==> src/rtl/uart_rx_oversample.sv <==
// uart_rx_oversample: 8N1 UART receiver, 16x oversampled, majority vote of samples 7/8/9 per bit.
`timescale 1ns/1ps
module uart_rx_oversample #(
    parameter int CLKS_PER_TICK = 27,
    parameter int OVERSAMPLE    = 16
) (
    input  logic       clk,
    input  logic       rst,
    input  logic       rx,
    output logic [7:0] rx_data,
    output logic       rx_done,
    output logic       rx_frame_err,
    output logic       rx_busy
);
    localparam int TW = (CLKS_PER_TICK > 1) ? $clog2(CLKS_PER_TICK) : 1;
    localparam logic [TW-1:0] TICK_LAST = TW'(CLKS_PER_TICK - 1);
    localparam logic [3:0] SAMP_LAST = 4'(OVERSAMPLE - 1);

    typedef enum logic [1:0] {IDLE, START, DATA, STOP} state_t;

    state_t        r_state;
    logic [1:0]    r_sync;
    logic          r_rx_prev;
    logic [TW-1:0] r_tick_cnt;
    logic [3:0]    r_samp_cnt;
    logic [2:0]    r_bit_idx;
    logic [7:0]    r_shreg;
    logic [2:0]    r_votes;

    logic w_rx_s;
    logic w_fall;
    logic w_tick;
    logic w_vote;
    logic w_vote_stop;

    function automatic logic maj(input logic [2:0] v);
        return (v[0] & v[1]) | (v[0] & v[2]) | (v[1] & v[2]);
    endfunction

    assign w_rx_s      = r_sync[1];
    assign w_fall      = r_rx_prev & ~w_rx_s;
    assign w_tick      = r_tick_cnt == TICK_LAST;
    assign w_vote      = maj(r_votes);
    // The stop bit decides on the third sample's own tick, so that sample is taken live.
    assign w_vote_stop = maj({w_rx_s, r_votes[1:0]});
    assign rx_busy     = r_state != IDLE;

    always_ff @(posedge clk) begin
        if (rst) begin
            r_state      <= IDLE;
            r_sync       <= 2'b11;
            r_rx_prev    <= 1'b1;
            r_tick_cnt   <= '0;
            r_samp_cnt   <= '0;
            r_bit_idx    <= '0;
            r_shreg      <= '0;
            r_votes      <= '0;
            rx_data      <= '0;
            rx_done      <= 1'b0;
            rx_frame_err <= 1'b0;
        end else begin
            r_sync       <= {r_sync[0], rx};
            r_rx_prev    <= w_rx_s;
            rx_done      <= 1'b0;
            rx_frame_err <= 1'b0;
            if (r_state == IDLE) begin
                if (w_fall) begin
                    r_state    <= START;
                    r_tick_cnt <= '0;
                    r_samp_cnt <= '0;
                end
            end else begin
                r_tick_cnt <= w_tick ? '0 : r_tick_cnt + 1'b1;
                if (w_tick) begin
                    r_samp_cnt <= r_samp_cnt + 4'd1;
                    if (r_samp_cnt == 4'd7) r_votes[0] <= w_rx_s;
                    if (r_samp_cnt == 4'd8) r_votes[1] <= w_rx_s;
                    if (r_samp_cnt == 4'd9) r_votes[2] <= w_rx_s;
                    case (r_state)
                        START: if (r_samp_cnt == SAMP_LAST) begin
                            r_state   <= w_vote ? IDLE : DATA;
                            r_bit_idx <= '0;
                        end
                        DATA: if (r_samp_cnt == SAMP_LAST) begin
                            r_shreg   <= {w_vote, r_shreg[7:1]};
                            r_state   <= (r_bit_idx == 3'd7) ? STOP : DATA;
                            r_bit_idx <= r_bit_idx + 3'd1;
                        end
                        STOP: if (r_samp_cnt == 4'd9) begin
                            r_state      <= IDLE;
                            rx_done      <= w_vote_stop;
                            rx_frame_err <= ~w_vote_stop;
                            if (w_vote_stop) rx_data <= r_shreg;
                        end
                        default: r_state <= IDLE;
                    endcase
                end
            end
        end
    end
endmodule

==> config.mk <==
export PLATFORM = sky130hd
export DESIGN_NAME = uart_rx_oversample
export DESIGN_NICKNAME = d
export VERILOG_FILES = /design/src/rtl/uart_rx_oversample.sv
export SDC_FILE = /design/constraint.sdc
export NUM_CORES = 1
export LEC_CHECK = 0
export ABC_AREA = 1
export CORE_ASPECT_RATIO = 1.75
export CORE_MARGIN = 10
export CORE_UTILIZATION = 52
export DETAILED_ROUTE_END_ITERATION = 10
export GPL_TIMING_DRIVEN = 0
export PLACE_DENSITY_LB_ADDON = 0.15
export SLEW_MARGIN = 20
export SYNTH_ARGS = -nofsm -noshare
export SYNTH_HDL_FRONTEND = slang
export SYNTH_SLANG_ARGS = --single-unit
==> constraint.sdc <==
create_clock -name clk -period 1.63 [get_ports clk]
set_clock_uncertainty 0.2 [all_clocks]
set_input_delay 0.489 -clock clk [delete_from_list [all_inputs] [get_ports clk]]
set_output_delay 0.489 -clock clk [all_outputs]
set_load 0.01 [all_outputs]
Yosys cells after proc, flatten, opt, wreduce, memory -nomap -nowiden
Cells that the tools add are included.
{"block": "totals", "reg_bits": 38, "input_bits": 3, "output_inout_bits": 11}
{"block": "classes", "n_addsub": 3, "n_eq_ne": 15, "n_mux": 18, "bitwise_logic": 16, "reduce_logical": 13}
{"op": "5-bit two-way mux", "n": 3}
{"op": "5-bit AND reduction", "n": 3}
{"op": "2-bit two-way mux", "n": 7}
{"op": "4-bit equality test, second input constant", "n": 3}
{"op": "4-bit two-way mux", "n": 3}
{"op": "3-bit != test, second input constant", "n": 3}
{"op": "3-bit AND reduction", "n": 3}
{"op": "1-bit bitwise AND", "n": 6}
{"op": "3-bit two-way mux", "n": 2}
{"op": "2-bit != test, second input constant", "n": 3}
{"op": "1-bit inverter", "n": 6}
{"op": "2-bit case mux with 3 select lines", "n": 1}
{"op": "3-bit case mux with 2 select lines", "n": 1}
{"op": "2-bit nonzero test", "n": 3}
{"op": "5-bit by 1-bit adder with 5-bit output, second input constant", "n": 1}
{"op": "5-bit equality test, second input constant", "n": 1}
{"op": "5-bit OR reduction", "n": 1}
{"op": "4-bit by 1-bit adder with 4-bit output, second input constant", "n": 1}
{"op": "2-bit equality test, second input constant", "n": 2}
{"op": "4-bit by 3-bit equality test with 1-bit output, second input constant", "n": 1}
{"op": "1-bit OR", "n": 4}
{"op": "4-bit AND reduction", "n": 1}
{"op": "3-bit by 1-bit adder with 3-bit output, second input constant", "n": 1}
{"op": "3-bit equality test, second input constant", "n": 1}
{"op": "4 further kinds", "n": 4}

Longest topological paths before layout
{"block": "depth", "depth_word": 8, "mapped_depth": 10}

Worst setup path before layout
Ideal clock, no wire load.
{"block": "synth_path", "path_type": "register to register", "start": "reg r_state[0]", "end": "reg rx_data[1]", "setup_ns": 0.110, "arrival_time_ns": 1.446, "slack_ns": -0.126, "path_stages_with_launch": 10, "cell_sequence": "dfxtp_1 > inv_1 > ha_1 > inv_1 > nand3_1 > nor2_1 > buf_2 > nand4_1 > nand2_1 > nor2_1"}
{"block": "synth_between", "elab_chain_len": 3}
{"item": "from (decl)", "line_no": "21", "rtl": "state_t r_state;"}
{"item": "from (signal assigned)", "line_no": "81", "rtl": "r_state <= w_vote ? IDLE : DATA;"}
{"item": "from (signal assigned)", "line_no": "86", "rtl": "r_state <= (r_bit_idx == 3'd7) ? STOP : DATA;"}
{"item": "2-bit logical NOT", "line_no": "66", "rtl": "if (r_state == IDLE) begin"}
{"item": "1-bit inverter (no line)"}
{"item": "5-bit AND reduction (no line) (*)"}
{"item": "to (signal assigned)", "line_no": "93", "rtl": "if (w_vote_stop) rx_data <= r_shreg;"}
{"item": "to (decl)", "line_no": "10", "rtl": "output logic [7:0] rx_data,"}
Mark *: on every way between the ends. The rest lies on a longest branch, timed or not.
A chain may end at the register's enable or synchronous reset.

Final worst setup path
{"block": "layout_path", "start": "reg r_state[0]", "end": "out rx_busy"}
{"block": "layout_between", "elab_chain_len": 1}
{"item": "2-bit nonzero test", "line_no": "46", "rtl": "assign rx_busy = r_state != IDLE;"}
{"item": "to (decl)", "line_no": "13", "rtl": "output logic rx_busy"}
No other way between the ends.

==> flow_summary.yaml <==
run_status:
  outcome: "finished with violations"
  violations: "negative setup slack"
power:
  p_sw_frac: 0.246
  seqPwrFrac: 0.534
  pwr_density_cell_nw_per_um2: 706
  p_leak_nw: 1.20
  p_sw_uw: 434
  vdd_drop_max_mv: 0.571
  clockPowerShare: 0.385
  p_int_mw: 1.33
  p_comb_frac: 0.080
clocking:
  hold_buffers: 0
  cts_tree: "built"
  clock-sinks: 38
  cts_htree_levels: 2
  clk_path_buf_depth: 2
  path_clk_slew_ns: 0.07
  cts_buffers: 5
  clockRootBuffer: "clkbuf_8"
  clock_latency_ns: 0.29
synthesis:
  synthTopCellsByArea: "dfxtp_1 41%, nand2_1 13%, inv_1 9.3%"
  yosys_warnings: 0
  synth_flop_cell: "dfxtp_1"
  synth_seq_cells: 38
  yosys-top-cells-count: "64 x nand2_1, 46 x inv_1, 38 x dfxtp_1"
  synth_largest_area_cell: "dfxtp_1"
  yosysMostFrequentCell: "nand2_1"
  ys_types: 21
  async_flop_share: 0
  synth_edf_count: 0
  synth_area_um2: 1870
  syn-num-nets: 280
  post-synth-top-area-fraction: 0.408
  synthCells: 266
  ys_seq_area_frac: 0.408
  syn_area_per_cell_um2: 7.01
floorplan:
  die_area_um2: 6480
  die_y_um: 99.2
  chipWidth_um: 65.3
  ios: 14
  core_area_um2: 3430
  core.rowCount: 28
  start_util: 0.543
timing:
  clock.fmax_mhz: 560
  setup_viol: 24
  rsz0062_at_grt: "yes"
  worst_slew_pin_slew_ns: 0.501
  hold_ws_ns: 0.244
  fin_crit_ns: 1.78
  final.setup.worst_slack_ns: -0.155
  slew_viol_final: 0
  slew_headroom: 0.666
  finalCritPeriodShare: 1.09
  hold_viol: 0
min_path:
  hp-start: "r_sync[0]$_SDFF_PP1_"
  hold-path-endpoint: "r_sync[1]$_SDFF_PP1_"
  hold_class: "flip-flop to flip-flop"
  holdPathStages: 1
global_route:
  grt-ovfl-total: 0
  grt_pass1_vias: 1796
  grt_first_pass_wirelength_mm: 7.65
  antenna_found_initial: 0
  gr-usage-all-layers: 0.144
  grt_max_degree: 13
critical_path:
  crit_start: "r_state[0]$_SDFFE_PP0P_"
  reg2reg_slack_ns: -0.14
  critPathMaxFanout: 6
  start_kind: "flip-flop"
  timing.rr.start: "r_state[0]$_SDFFE_PP0P_"
  cp-end-kind: "primary output"
  arrival_ns: 1.10
  reg2reg_depth: 10
  cpPeakStageDelay_ns: 0.37
  cp_cell_sequence: "inv_4 > ha_4 > inv_4 > buf_6"
  path_buf_inv: 3
  crit_slowest_cell: "dfxtp_4"
  crit_family: "flip-flops"
  critPathKind: "flip-flop to primary output"
  required_ns: 0.94
  r2r-end: "r_shreg[6]$_SDFFE_PP0P_"
  crit_path_frequent_cell: "inv_4"
route:
  wirelength_mm: 4.70
  drcViolationCount: 0
  ant_nets: 0
  drt_iter0_drc: 50
  wl_per_cell_um: 13.5
  num_vias: 1807
  viasPerCell: 5.18
  drtPass1Iterations: 4
flow_run:
  drv_cap: 0
placed_design:
  hpwl_mm: 2.99
  port-buffer-count: 13
  gp_congestion: 0.833
final_layout:
  diodes: 0
  syn2layout_area_growth_pct: 34.1
  nFillCells: 282
  fin_util: 0.729
  drive_gt1_frac: 0.273
  finalNetCount: 317
-- logic make-up (layout without fill, tap and decap cells) --
kind of cell / Yosys count / after routing / share of synthesized area
xor gates and xnor gates: 2 / 2 / 0.00939
DFF: 38 / 38 / 0.408
buffers and inverters: 54 / 91 / 0.113
adders and majority gates: 11 / 11 / 0.0738
and+or+nand+nor: 135 / 136 / 0.325
AOI/OAI and AO/OA: 26 / 26 / 0.0711
-- cells in the final DEF (no fill, tap or decap), types with 4 or more instances in the layout --
master / netlist / final
dlygate4sd2_1: 0 / 8
clkbuf_8: 0 / 6
o21ai_0: 9 / 6
nand2_1: 64 / 55
nand3_1: 14 / 11
nand2_2: 1 / 7
nand3_4: 1 / 4
buf_4: 0 / 12
dfxtp_2: 0 / 4
ha_1: 11 / 7
nand4_1: 13 / 13
buf_6: 1 / 8
dfxtp_1: 38 / 32
inv_1: 46 / 36
nor2_1: 35 / 30
a21oi_1: 16 / 12
inv_2: 0 / 7
-- per-stage QoR --
step	TNS, ns	instances	power [mW]	setup WS, ns	cell area, µm²
after floorplan	-0.0352	266	1.04	-0.0117	1900
after global placement	-9.78	324	1.07	-0.400	2090
after detailed placement	-10.25	324	1.07	-0.409	2090
after CTS	-1.28	346	1.75	-0.119	2380
after global routing	-3.67	349	1.81	-0.215	2500
final	-1.92	349	1.77	-0.155	2500
-- what timing repair did --
action / 4_1_cts / 5_1_grt
cloned: 2 / 1
resized for setup: 51 / 35
hold endpoints to repair: 0 / 0
setup endpoints to repair: 44 / 37
pin swaps: 10 / 33
setup buffers: 12 / 3
-- registers in the layout, indices dropped and copies added (netlist names), 2 cells and up --
register and flops:
r_shreg 8, rx_data 8, r_tick_cnt 5, r_samp_cnt 4, r_bit_idx 3, r_votes 3
r_state 2, r_sync 2
-- cell type report --
type	count	area (µm²)	area share
Multi-Input combinational cell	175	1080	0.433
Tap cell	45	56.3	0.0225
Clock inverter	2	12.5	0.00500
Buffer	7	46.3	0.0185
Sequential cell	38	773	0.309
Inverter	47	185	0.0740
Timing Repair Buffer	29	264	0.105
Clock buffer	6	82.6	0.0330
-- power by group through the flow --
stage / clock network (mW) / registers (mW) / logic (mW)
4_1_cts: 0.684 / 0.944 / 0.127
3_3_place_gp: 0 / 0.967 / 0.101
6_report: 0.681 / 0.944 / 0.142
2_1_floorplan: 0 / 0.965 / 0.0714
5_1_grt: 0.712 / 0.944 / 0.157
3_5_place_dp: 0 / 0.967 / 0.102
-- layer usage --
layer / up-vias / track usage / wire [µm] / part of all wire
li1: 908 / - / - / -
met1: 841 / 0.122 / 1620 / 0.35
met2: 44 / 0.288 / 2740 / 0.58
met3: 14 / 0.0382 / 187 / 0.040
met4: 0 / 0.0712 / 146 / 0.031
met5: - / 0 / 0 / 0
-- how the worst max path moves through the flow --
stage	end	slack, ns	depth (start not counted)
after floorplan	r_state[1]$_SDFFE_PP0P_	-0.01	7
after global placement	rx_data[1]$_SDFFE_PP0P_	-0.40	5
after detailed placement	rx_data[1]$_SDFFE_PP0P_	-0.41	5
after CTS	r_shreg[6]$_SDFFE_PP0P_	-0.12	10
after global routing	r_shreg[4]$_SDFFE_PP0P_	-0.22	10
final	rx_busy	-0.15	4
Note: power is estimated with default switching activity, not from simulation.
